--- src/rtl/jtframe_pxl_timer.sv ---
// Video timing generator: H/V position counters plus blanking, sync and
// line/frame markers, all advancing only on pixel clock enable edges.
module jtframe_pxl_timer #(
    parameter int HW       = 9,
    parameter int VW       = 9,
    parameter int HTOTAL   = 384,
    parameter int HB_START = 256,
    parameter int HS_START = 288,
    parameter int HS_END   = 320,
    parameter int VTOTAL   = 262,
    parameter int VB_END   = 16,
    parameter int VB_START = 240,
    parameter int VS_START = 244,
    parameter int VS_END   = 247
) (
    input  logic          clk,
    input  logic          rst_n,
    input  logic          pxl_cen,
    output logic [HW-1:0] H,
    output logic [VW-1:0] V,
    output logic          LHBL,
    output logic          LVBL,
    output logic          HS,
    output logic          VS,
    output logic          HINIT,
    output logic          VINIT,
    output logic          frame
);

    localparam logic [HW-1:0] HLAST = HW'(HTOTAL - 1);
    localparam logic [HW-1:0] HBS   = HW'(HB_START);
    localparam logic [HW-1:0] HSS   = HW'(HS_START);
    localparam logic [HW-1:0] HSE   = HW'(HS_END);
    localparam logic [VW-1:0] VLAST = VW'(VTOTAL - 1);
    localparam logic [VW-1:0] VBE   = VW'(VB_END);
    localparam logic [VW-1:0] VBS   = VW'(VB_START);
    localparam logic [VW-1:0] VSS   = VW'(VS_START);
    localparam logic [VW-1:0] VSE   = VW'(VS_END);

    logic          h_last;
    logic          v_last;
    logic [HW-1:0] h_nxt;
    logic [VW-1:0] v_nxt;

    // Wrap explicitly at the totals so non-power-of-two geometries work
    always_comb begin
        h_last = (H == HLAST);
        v_last = (V == VLAST);
        h_nxt  = h_last ? '0 : H + HW'(1);
        v_nxt  = V;
        if (h_last) begin
            v_nxt = v_last ? '0 : V + VW'(1);
        end
    end

    // Decoded outputs come from the next counter values so they line up
    // with the H/V values registered on the same edge
    always_ff @(posedge clk or negedge rst_n) begin
        if (!rst_n) begin
            H     <= '0;
            V     <= '0;
            LHBL  <= 1'b1;
            LVBL  <= 1'b0;
            HS    <= 1'b0;
            VS    <= 1'b0;
            HINIT <= 1'b1;
            VINIT <= 1'b1;
            frame <= 1'b0;
        end else if (pxl_cen) begin
            H     <= h_nxt;
            V     <= v_nxt;
            LHBL  <= !(h_nxt >= HBS);
            LVBL  <= !((v_nxt < VBE) || (v_nxt >= VBS));
            HS    <= (h_nxt >= HSS) && (h_nxt < HSE);
            HINIT <= (h_nxt == '0);
            VINIT <= (h_nxt == '0) && (v_nxt == '0);
            frame <= frame ^ (h_last & v_last);
            if (h_nxt == HSS) begin
                if (v_nxt == VSS) begin
                    VS <= 1'b1;
                end else if (v_nxt == VSE) begin
                    VS <= 1'b0;
                end
            end
        end
    end

endmodule

--- config.mk ---
export PLATFORM = sky130hd
export DESIGN_NAME = jtframe_pxl_timer
export DESIGN_NICKNAME = d
export VERILOG_FILES = /design/src/rtl/jtframe_pxl_timer.sv
export SDC_FILE = /design/constraint.sdc
export NUM_CORES = 1
export LEC_CHECK = 0
export ABC_AREA = 1
export BUFFER_PORTS_ARGS = -buffer_cell sky130_fd_sc_hd__buf_2
export CORE_MARGIN = 4
export CORE_UTILIZATION = 40
export DETAILED_ROUTE_END_ITERATION = 10
export HOLD_SLACK_MARGIN = 0.06
export PLACE_DENSITY = 0.57
export SLEW_MARGIN = 25
export SYNTH_ARGS = -nofsm -noshare
export SYNTH_HDL_FRONTEND = slang
export SYNTH_SLANG_ARGS = --single-unit
--- constraint.sdc ---
create_clock -name clk -period 2.5 [get_ports clk]
set_clock_uncertainty 0.05 [all_clocks]
set_input_delay 0.375 -clock clk [delete_from_list [all_inputs] [get_ports clk]]
set_output_delay 0.375 -clock clk [all_outputs]
set_load 0.03 [all_outputs]
==> Yosys cells after proc, flatten, opt, wreduce, memory -nomap -nowiden <==
Index checks and enable logic that the tools add are counted.
{ "totals": {"reg_bits": 25, "input_bits": 3, "output_inout_bits": 25, "word_cells": 37} }
{ "op_classes": {"n_addsub": 2, "magnitude_cmp": 5, "n_eq_ne": 5, "n_mux": 5, "n_bitwise": 2, "reduce_logical": 9} }
{ "op_table": {"columns": ["cell", "n"], "rows": [
  ["9-bit equality test (second input constant)", 3],
  ["9-bit two-way mux", 3],
  ["9-bit by 1-bit adder with 9-bit output (second input constant)", 2],
  ["9-bit by 8-bit equality test with 1-bit output (second input constant)", 2],
  ["9-bit >= comparator (second input constant)", 2],
  ["9-bit logical NOT", 2],
  ["9-bit by 8-bit >= comparator with 1-bit output (second input constant)", 1],
  ["9-bit by 5-bit less-than comparator with 1-bit output (second input constant)", 1],
  ["9-bit less-than comparator (second input constant)", 1],
  ["3-bit AND reduction", 1],
  ["1-bit logical AND", 2],
  ["1-bit logical NOT", 2],
  ["1-bit two-way mux", 2],
  ["2-bit nonzero test", 1],
  ["1-bit AND", 1],
  ["1-bit logical OR", 1],
  ["1-bit bitwise XOR", 1]
]} }

==> Longest topological paths before layout <==
Gate-level depths: netlist of the first run.
{ "depth": {"word_depth": 6, "mapped_depth": 15, "depth_no_buf": 15} }

==> Worst setup path before layout of the first run <==
No wires, ideal clock.
{ "synth_path": {"kind": "register to register", "startpoint": "reg H[1]", "endpoint": "reg VS", "setup_time_ps": 118, "arrival_ps": 1860, "t_required_ps": 2332, "slack_ps": 472, "path_stages_with_launch": 12, "n_path_buf": 1, "period_less_slack_ps": 2028, "path_cell_list": "dfrtp_1 -> ha_1 -> nand2_2 -> nor2_4 -> nand3_4 -> buf_6 -> a21oi_2 -> nand3_1 -> nor2_2 -> nand3_1 -> nand2_1 -> nand2_1"} }
{ "synth_via": {"elab_chain_len": 5, "elab_cells_between_ends": 10, "classes_between": "add/sub: 1; eq/ne: 4; mux: 3; reduce/logical: 2"} }
{ "synth_lines": {"columns": ["element", "line", "source"], "rows": [
  ["start: declaration", "19", "output logic [HW-1:0] H,"],
  ["start signal: assignment", "70", "H <= h_nxt;"],
  ["branches (longest 5 deep; another with 9-bit by 1-bit adder with 9-bit output)", null, null],
  ["end signal: assignment", "65", "VS <= 1'b0;"],
  ["end signal: assignment", "80", "VS <= 1'b1;"],
  ["end signal: assignment", "82", "VS <= 1'b0;"],
  ["end: declaration", "24", "output logic VS,"]
]} }
Parallel ways; which one is timed is not known.
A chain may end at the register's enable or synchronous reset.

==> Worst setup path after layout of the first run <==
Ends and elaborated chain as after synthesis.

==> impl_metrics.env, run 1 <==
export IMPL_cts_root_buffer="clkbuf_8"
export IMPL_clock_sinks=25
export IMPL_nNetsFinal=279
export IMPL_dr_pass1_iters=5
export IMPL_pin_count=28
export IMPL_start_kind="register"
export IMPL_ys_async_sr_fraction_pct=100
export IMPL_yosysMostFrequentCell="nand2_1"
export IMPL_muxShareOfSynthArea_pct=0
export IMPL_start_util_pct=41.3
export IMPL_fin_setup_tns_ns=0
export IMPL_syn_nets=250
export IMPL_post_drt_wl_per_cell_um=12.3
export IMPL_synthDistinctLibCells=27
export IMPL_synth_area_leaders="dfrtp_1, nand2_1, inv_1"
export IMPL_critPathMaxFanout=18
export IMPL_routed_wl_mm=3.96
export IMPL_cts_tree="yes"
export IMPL_max_cap_viol_count=0
export IMPL_hold_slack_ns=0.418
export IMPL_post_cts_buffers=0
export IMPL_synth_top_family_by_area="simple AND/OR/NAND/NOR gates"
export IMPL_grt_start_max_net_pins=26
export IMPL_slew_headroom_pct=61.4
export IMPL_rows=23
export IMPL_die_area_um2=5190
export IMPL_arrival_ns=2.27
export IMPL_path_class="register to register"
export IMPL_powerDensity_nw_per_um2=753
export IMPL_synth_common_cells="nand2_1, inv_1, nor2_1"
export IMPL_syn_avg_cell_area_um2=6.72
export IMPL_vias=1577
export IMPL_fin_crit_sh_pct=85.9
export IMPL_clock_latency_ns=0.27
export IMPL_synth_compound_area_share_pct=9.31
export IMPL_synthAdderAreaFrac_pct=2.29
export IMPL_drive_gt1_share_pct=16.5
export IMPL_endpoint_kind="register"
export IMPL_netlist_instances=244
export IMPL_synth_top_area_share_pct=33.6
export IMPL_setup_ws_ns=0.352
export IMPL_drt_iter0_drc=90
export IMPL_grt_pass1_vias=1504
export IMPL_io_buffers=27
export IMPL_core_um2=3970
export IMPL_synth_xor_area_share_pct=1.07
export IMPL_cts_clk_slew_worst_paths_ns=0.10
export IMPL_clockBufferDepth=2
export IMPL_worstHoldPathType="register to register"
export IMPL_yosys_most_used_dff="dfrtp_1"
export IMPL_die_w_um=72.0
export IMPL_instances_no_fill=322
export IMPL_synthToLayoutAreaGrowth_pct=14.3
export IMPL_syn_area_um2=1640
export IMPL_clock_fmax_mhz=466
export IMPL_drc=0
export IMPL_grtUsageTotal_pct=16.9
export IMPL_viasPerCell=4.90
export IMPL_grt_pass1_wl_mm=7.00
export IMPL_grt_overflow=0
export IMPL_status="finished, final reports clean"
export IMPL_synth_edf_count=0
export IMPL_required_ns=2.62
export IMPL_hold_viol=0
export IMPL_holdBufCountCts=1
export IMPL_cts_repair_resized=0
export IMPL_leakagePower_nw=1.02
export IMPL_antenna_found_initial=0
export IMPL_cts_made_buffers=3
export IMPL_peakVddDrop_mv=0.249
export IMPL_antennaDiodeCount=0
export IMPL_synth_largest_area_cell="dfrtp_1"
export IMPL_rsz0062_at_grt="no"
export IMPL_dp_slack_ns=0.335
export IMPL_setup_viol=0
export IMPL_total_power_w=0.00141
export IMPL_yosys_area_share_simple_pct=40.2
export IMPL_dpl_hpwl_mm=3.07
export IMPL_place_inst=317
export IMPL_ys_ff_latch=25
export IMPL_h_tree_depth=1
export IMPL_gp_congestion=0.784
export IMPL_die_y_um=72.0
export IMPL_period_minus_slack_ns=2.15
export IMPL_tightest_slew_ns=0.579
export IMPL_ys_warnings_count=0
export IMPL_synth_seq_area_share_pct=38.4
export IMPL_antenna_left=0
export IMPL_slew_viol_final=0
-- where the power goes --
group	internal [W]	switching (W)
registers	0.000482	0.000105
clock network	0.000111	0.000132
logic	0.000169	0.000411
total	0.000763	0.000648
-- path summary, 6_finish.rpt --
kind / start / depth (start not counted) / slack, ns / end
worst max-delay path: H[1]$_DFFE_PN0P_ / 12 / 0.35 / VS$_DFFE_PN0P_
worst min-delay path: frame$_DFFE_PN0P_ / 1 / 0.42 / frame$_DFFE_PN0P_
worst max register to register: H[1]$_DFFE_PN0P_ / 12 / 0.35 / VS$_DFFE_PN0P_
worst min register to register: frame$_DFFE_PN0P_ / 1 / 0.42 / frame$_DFFE_PN0P_
max in group asynchronous: rst_n / 2 / 1.44 / V[3]$_DFFE_PN0P_
min in group asynchronous: rst_n / 2 / 0.58 / H[6]$_DFFE_PN0P_
-- worst max-delay path: stages (launching register included) --
cell and delay [ns]:
dfrtp_1 0.42, ha_1 0.20, nand2_2 0.09, nor2_4 0.19, nand3_4 0.26, clkinv_2 0.21
nand3_1 0.09, nand2_1 0.13, nand2_1 0.10, nor2_1 0.13, nand3_1 0.08, nand2_1 0.06
nand2_1 0.04
-- per-stage QoR --
step | util (%) | cell area, um^2
CTS | 47.2 | 1880
finish | 47.2 | 1880
detailed placement | 45.8 | 1820
global placement | 45.8 | 1820
floorplan | - | 1640
global route | 47.2 | 1880
-- registers in the layout, indices dropped and copies added (netlist names) --
| register | cells |
|---|---|
| H | 9 |
| HINIT | 1 |
| HS | 1 |
| LHBL | 1 |
| LVBL | 1 |
| V | 9 |
| VINIT | 1 |
| VS | 1 |
| frame | 1 |
-- placed cells by master, fill, tap and decap left out, drive strengths merged --
cell,count
nand4,8
o21a,1
clkinv,2
nor3,1
buf,28
xor2,2
clkbuf,3
and2,1
nor2,32
a32o,1
ha,3
dfstp,3
dlygate4sd3,1
o21ai,19
o31ai,1
nand3,21
nand2,88
inv,30
dfrtp,22
a21oi,5
-- per-layer routing --
layer / part of all wire, % / GRT usage [%]
met1: 49 / 22.8
met2: 47 / 29.0
met3: 3.7 / 2.22
met4: 0.56 / 3.55
met5: 0 / 0
-- area by class of cell --
type / count / area (um^2)
clock buffers: 3 / 41.3
clock inverters: 1 / 5.00
fillers: 421 / 2100
inverters: 31 / 118
multi-input cells: 183 / 867
flip-flops and latches: 25 / 629
well taps: 50 / 62.6
repair buffers: 29 / 153
-- kinds of logic (layout without fill, tap and decap cells) --
group                    Yosys count  after routing
adder cells (fa/ha/maj)            3              3
buffers and inverters             36             64
XOR/XNOR                           2              2
AO/OA/AOI/OAI                     27             27
AND/OR/NAND/NOR                  151            151
flip-flops                        25             25
Note: power is estimated with default switching activity, not from simulation.
==> run 2: changes to the inputs <==
Settings changed: CELL_PAD_IN_SITES_DETAIL_PLACEMENT from default to 0, CELL_PAD_IN_SITES_GLOBAL_PLACEMENT from default to 1, CORE_UTILIZATION 40 to 39, PLACE_DENSITY 0.57 to 0.76.
==> run 2 against run 1 <==
Wire length increased by 3.2%. Cell area increased by 0.53%. Hold slack about the same. Combinational power increased by 0.7%. First-iteration DRC count decreased by 18%. Final cell count increased by 0.31%. Worst setup slack got worse by 0.024 ns. Sequential power about the same. Sequential share of layout area decreased by 0.18 points. Clock-buffer cell count unchanged. Flip-flop and latch count unchanged. Non-clock buffer count increased by 1. Critical path type unchanged. Critical endpoint unchanged. Largest power group unchanged.
==> impl_metrics.env, run 2 (synthesis results as in run 1) <==
export IMPL_crit_path_top_delay_cell="dfrtp_1"
export IMPL_die_y_um=72.9
export IMPL_path_common_cell="nand2_1"
export IMPL_p_int_w=0.000766
export IMPL_rsz0062_at_grt="no"
export IMPL_slew_headroom_pct=62.2
export IMPL_drive_gt1_share_pct=16.8
export IMPL_r2r_start="H[0]$_DFFE_PN0P_"
export IMPL_holdPathEnd="frame$_DFFE_PN0P_"
export IMPL_status="finished, final reports clean"
export IMPL_synthToLayoutAreaGrowth_pct=15.0
export IMPL_viasPerCell=4.83
export IMPL_h_tree_depth=1
export IMPL_cts_made_buffers=3
export IMPL_power_switching_w=0.000652
export IMPL_post_cts_buffers=0
export IMPL_clock_fmax_mhz=460
export IMPL_mostFrequentLayoutCell="nand2_1"
export IMPL_clock_latency_ns=0.27
export IMPL_leakagePower_nw=1.02
export IMPL_fill_cells=431
export IMPL_clockBufferDepth=2
export IMPL_post_drt_wl_per_cell_um=12.7
export IMPL_grt_overflow=0
export IMPL_start_kind="register"
export IMPL_fin_setup_tns_ns=0
export IMPL_reg2regPathDepth=13
export IMPL_setup_viol=0
export IMPL_arrival_ns=2.29
export IMPL_routed_wl_mm=4.09
export IMPL_total_power_w=0.00142
export IMPL_tightest_slew_ns=0.567
export IMPL_drt_iter0_drc=74
export IMPL_antenna_left=0
export IMPL_path_class="register to register"
export IMPL_start_util_pct=40.7
export IMPL_cts_clk_slew_worst_paths_ns=0.09
export IMPL_min_path_cells=1
export IMPL_place_inst=318
export IMPL_peakVddDrop_mv=0.251
export IMPL_dpl_hpwl_mm=3.19
export IMPL_pwr_share_clk_pct=17.2
export IMPL_path_buf_inv=1
export IMPL_reg_top3="H (9), V (9)"
export IMPL_rrSetupSlack_ns=0.33
export IMPL_hold_viol=0
export IMPL_swShare_pct=46.0
export IMPL_endpoint_kind="register"
export IMPL_io_buffers=27
export IMPL_core_um2=4030
export IMPL_drc=0
export IMPL_vias=1560
export IMPL_grt_pass1_vias=1550
export IMPL_period_minus_slack_ns=2.17
export IMPL_die_area_um2=5310
export IMPL_hold_slack_ns=0.418
export IMPL_instances_no_fill=323
export IMPL_pin_count=28
export IMPL_crit_family="simple AND/OR/NAND/NOR gates"
export IMPL_p_comb_share_pct=41.2
export IMPL_crit_chain="ha_1 > nand2_2 > nor2_4 > nand3_4 > clkinv_2 > nand2_1 > nand2_1 > nor2_1 > nand2_1 > nor2_1 > nand3_1 > nand2_1 > nand2_1"
export IMPL_max_cap_viol_count=0
export IMPL_hold_path_startpoint="frame$_DFFE_PN0P_"
export IMPL_rows=23
export IMPL_cts_root_buffer="clkbuf_8"
export IMPL_worstHoldPathType="register to register"
export IMPL_timing_rr_end="VS$_DFFE_PN0P_"
export IMPL_cts_tree="yes"
export IMPL_die_w_um=72.9
export IMPL_gp_congestion=0.835
export IMPL_antennaDiodeCount=0
export IMPL_fin_crit_sh_pct=86.9
export IMPL_path_depth=13
export IMPL_antenna_found_initial=0
export IMPL_grt_start_max_net_pins=26
export IMPL_grt_pass1_wl_mm=7.12
export IMPL_grtUsageTotal_pct=17.0
export IMPL_layout_common_cells="nand2_1, inv_1, nor2_1"
export IMPL_critical_path_max_stage_delay_ns=0.43
export IMPL_slew_viol_final=0
export IMPL_critPathMaxFanout=18
export IMPL_nNetsFinal=280
export IMPL_final_util_pct=46.8
export IMPL_required_ns=2.62
export IMPL_seq_power_share_pct=41.6
export IMPL_dr_pass1_iters=4
export IMPL_powerDensity_nw_per_um2=752
export IMPL_clock_sinks=25
run 2: cell types whose count changed in the layout (fill, tap and decap cells not counted):
cell,delta
buf_4,+1
clkinv_2,-1
clkinvlp_4,+1
run 2: worst register-to-register path, stage by stage, from the launching register on:
cell      delay, ns
dfrtp_1        0.43
ha_1           0.24
nand2_2        0.12
nor2_4         0.07
nand3_4        0.23
clkinv_2       0.21
nand2_1        0.10
nand2_1        0.10
nor2_1         0.18
nand2_1        0.07
nor2_1         0.11
nand3_1        0.08
nand2_1        0.06
nand2_1        0.04
run 2: worst max-delay path by stage:
stage	start	to	slack [ns]
after floorplan	H[1]$_DFFE_PN0P_	VS$_DFFE_PN0P_	0.47
after global routing	H[0]$_DFFE_PN0P_	VS$_DFFE_PN0P_	0.13
after detailed placement	H[0]$_DFFE_PN0P_	VS$_DFFE_PN0P_	0.34
after CTS	H[0]$_DFFE_PN0P_	VS$_DFFE_PN0P_	0.34
final	H[0]$_DFFE_PN0P_	VS$_DFFE_PN0P_	0.33
after global placement	H[0]$_DFFE_PN0P_	VS$_DFFE_PN0P_	0.37
run 2: area by class of cell:
cell class,count,area (um^2),area share (%)
inverter,31,118,6.24
sequential,25,629,33.4
multi-input combinational,183,867,46.0
timing repair buffer,30,160,8.49
clock inverter,1,7.51,0.398
clock buffer,3,41.3,2.19
tap,50,62.6,3.32
run 2: routing by layer:
layer | wire, um | global-route usage (%)
met3 | 175 | 2.34
met1 | 1940 | 22.2
met2 | 1950 | 29.6
met4 | 21 | 4.30
met5 | 0 | 0
run 2: metrics by stage:
stage,worst slack [ns],instance area [um^2]
after floorplan,0.472,1640
after global placement,0.365,1830
after detailed placement,0.343,1830
after CTS,0.343,1890
after global routing,0.133,1890
final,0.328,1890
run 2: timing repair:
action | 4_1_cts | 5_1_grt
gates resized for setup | 0 | 0
hold endpoints to repair | 5 | 0
hold buffers | 1 | 0
run 2: power by group through the flow:
stage                     registers (W)  logic, W  clock network (W)
after detailed placement       0.000598  0.000589                  0
after floorplan                0.000733  0.000274                  0
after global routing           0.000610  0.000653           0.000276
after CTS                      0.000590  0.000594           0.000260
after global placement         0.000596  0.000599                  0
final                          0.000590  0.000584           0.000244
==> run 3: changes to the inputs <==
Clock period 2.5 ns to 2.1 ns, I/O delays scaled along.
==> run 3 against run 2 <==
Worst setup slack worse by 0.14 ns. Combinational power up 36%. Fmax rose by 13%. Hold slack better by 0.0020 ns. Critical path depth shrank 3. Clock power grew 21%. Sequential power up 14%. Via count is 5.6% higher. Sequential share of layout area fell by 1.9 points. Total power is 24% higher. Cell area rose by 6.4%. Final cell count rose by 4.3%. Critical path type unchanged. Critical endpoint unchanged. Largest power group is now combinational logic. Highest routed layer unchanged.
==> impl_metrics.env, run 3 (synthesis results as in run 1) <==
export IMPL_status="finished, final reports clean"
export IMPL_drc=0
export IMPL_nNetsFinal=294
export IMPL_peakVddDrop_mv=0.275
export IMPL_place_inst=328
export IMPL_crit_path_top_delay_cell="dfrtp_1"
export IMPL_grt_overflow=0
export IMPL_antenna_found_initial=0
export IMPL_clock_fmax_mhz=522
export IMPL_path_class="register to register"
export IMPL_antennaDiodeCount=0
export IMPL_cts_root_buffer="clkbuf_8"
export IMPL_setup_ws_ns=0.184
export IMPL_critPathMaxFanout=10
export IMPL_hold_slack_ns=0.420
export IMPL_setup_viol=0
export IMPL_start_kind="register"
export IMPL_grt_pass1_wl_mm=7.34
export IMPL_mostFrequentLayoutCell="nand2_1"
export IMPL_slew_viol_final=0
export IMPL_gp_congestion=0.785
export IMPL_antenna_left=0
export IMPL_crit_chain="ha_1 > nand2_2 > nor2_4 > nand3_4 > o21ai_0 > nand2_1 > nor2_1 > nand3_1 > nand2_1 > nand2_1"
export IMPL_clock_latency_ns=0.27
export IMPL_timing_rr_end="VS$_DFFE_PN0P_"
export IMPL_critical_path_max_stage_delay_ns=0.36
export IMPL_die_area_um2=5310
export IMPL_min_path_cells=2
export IMPL_slew_headroom_pct=60.5
export IMPL_drive_gt1_share_pct=22.6
export IMPL_grt_pass1_vias=1617
export IMPL_dpl_hpwl_mm=3.29
export IMPL_required_ns=2.22
export IMPL_cts_tree="yes"
export IMPL_die_y_um=72.9
export IMPL_hold_path_startpoint="VINIT$_DFFE_PN1P_"
export IMPL_viasPerCell=4.89
export IMPL_rrSetupSlack_ns=0.18
export IMPL_path_buf_inv=0
export IMPL_endpoint_kind="register"
export IMPL_r2r_start="H[0]$_DFFE_PN0P_"
export IMPL_h_tree_depth=1
export IMPL_clock_sinks=25
export IMPL_layout_common_cells="nand2_1, inv_1, buf_2"
export IMPL_reg2regPathDepth=10
export IMPL_synthToLayoutAreaGrowth_pct=22.3
export IMPL_die_w_um=72.9
export IMPL_instances_no_fill=337
export IMPL_cts_clk_slew_worst_paths_ns=0.09
export IMPL_vias=1648
export IMPL_routed_wl_mm=4.25
export IMPL_reg_top3="H (9), V (9)"
export IMPL_clockBufferDepth=2
export IMPL_final_util_pct=49.8
export IMPL_leakagePower_nw=1.08
export IMPL_start_util_pct=40.7
export IMPL_tightest_slew_ns=0.593
export IMPL_grtUsageTotal_pct=17.3
export IMPL_io_buffers=27
export IMPL_dp_slack_ns=0.0341
export IMPL_path_common_cell="nand2_1"
export IMPL_drt_iter0_drc=67
export IMPL_pin_count=28
export IMPL_post_drt_wl_per_cell_um=12.6
export IMPL_arrival_ns=2.04
export IMPL_fill_cells=446
export IMPL_powerDensity_nw_per_um2=878
export IMPL_cts_made_buffers=3
export IMPL_worstHoldPathType="register to register"
export IMPL_rsz0062_at_grt="no"
export IMPL_core_um2=4030
export IMPL_rows=23
export IMPL_crit_family="simple AND/OR/NAND/NOR gates"
export IMPL_dr_pass1_iters=4
export IMPL_max_cap_viol_count=0
export IMPL_grt_start_max_net_pins=26
export IMPL_period_minus_slack_ns=1.92
export IMPL_holdPathEnd="VINIT$_DFFE_PN1P_"
export IMPL_hold_viol=0
export IMPL_fin_crit_sh_pct=91.3
==> run 3: changes by cell type in the layout (fill, tap and decap cells not counted), sizes merged <==
cell | previous run | this run
clkinv | 1 | 0
buf | 29 | 43
inv | 30 | 31
==> run 3: what timing repair did <==
item | in CTS | in global routing
hold endpoints to repair | 22 | 0
hold buffers | 1 | 0
buffers inserted | 0 | 4
setup endpoints to repair | 0 | 3
resized for setup | 0 | 8
==> run 3: worst max path at each step <==
stage / depth (start not counted) / slack [ns] / from / end
after global routing: 10 / 0.0002 / H[0]$_DFFE_PN0P_ / LVBL$_DFFE_PN0P_
final: 10 / 0.18 / H[0]$_DFFE_PN0P_ / VS$_DFFE_PN0P_
after global placement: 10 / -0.0005 / V[1]$_DFFE_PN0P_ / LVBL$_DFFE_PN0P_
after detailed placement: 10 / 0.03 / V[1]$_DFFE_PN0P_ / LVBL$_DFFE_PN0P_
after CTS: 10 / 0.007 / V[1]$_DFFE_PN0P_ / LVBL$_DFFE_PN0P_
after floorplan: 11 / 0.07 / H[1]$_DFFE_PN0P_ / VS$_DFFE_PN0P_
==> run 3: report_power, final <==
group / total (W) / leakage, nW / internal, W / switching, W
combinational: 0.000795 / 0.757 / 0.000255 / 0.000540
clock: 0.000295 / 0.0217 / 0.000135 / 0.000160
sequential: 0.000672 / 0.305 / 0.000576 / 0.0000959
total: 0.00176 / 1.08 / 0.000965 / 0.000796
==> run 3: per-layer routing <==
layer	GRT usage (%)	up-vias	wire length, um
met2	30.1	27	2040
met1	23.1	756	2040
met3	2.48	5	147
li1	-	860	-
met4	3.07	0	25
met5	0	-	0
==> run 3: worst min-delay path, cell delays in order, from the launching register on <==
cell,delay (ns)
dfstp_2,0.38
nand2_1,0.05
nand2_1,0.05
==> run 3: cell type report <==
type / count / area (um^2) / share of cell area (%)
clock buffers: 3 / 41.3 / 2.06
clock inverters: 1 / 7.51 / 0.374
inverters: 31 / 119 / 5.92
multi-input cells: 183 / 880 / 43.8
flip-flops and latches: 25 / 632 / 31.5
well taps: 50 / 62.6 / 3.12
repair buffers: 44 / 265 / 13.2
==> run 3: per-stage QoR <==
| step | cell area (um^2) | TNS, ns | total power (W) |
|---|---|---|---|
| global placement | 1900 | -0.000510 | 0.00148 |
| detailed placement | 1900 | 0 | 0.00147 |
| CTS | 1960 | 0 | 0.00178 |
| global route | 2010 | 0 | 0.00191 |
| finish | 2010 | 0 | 0.00176 |
| floorplan | 1640 | 0 | 0.00120 |
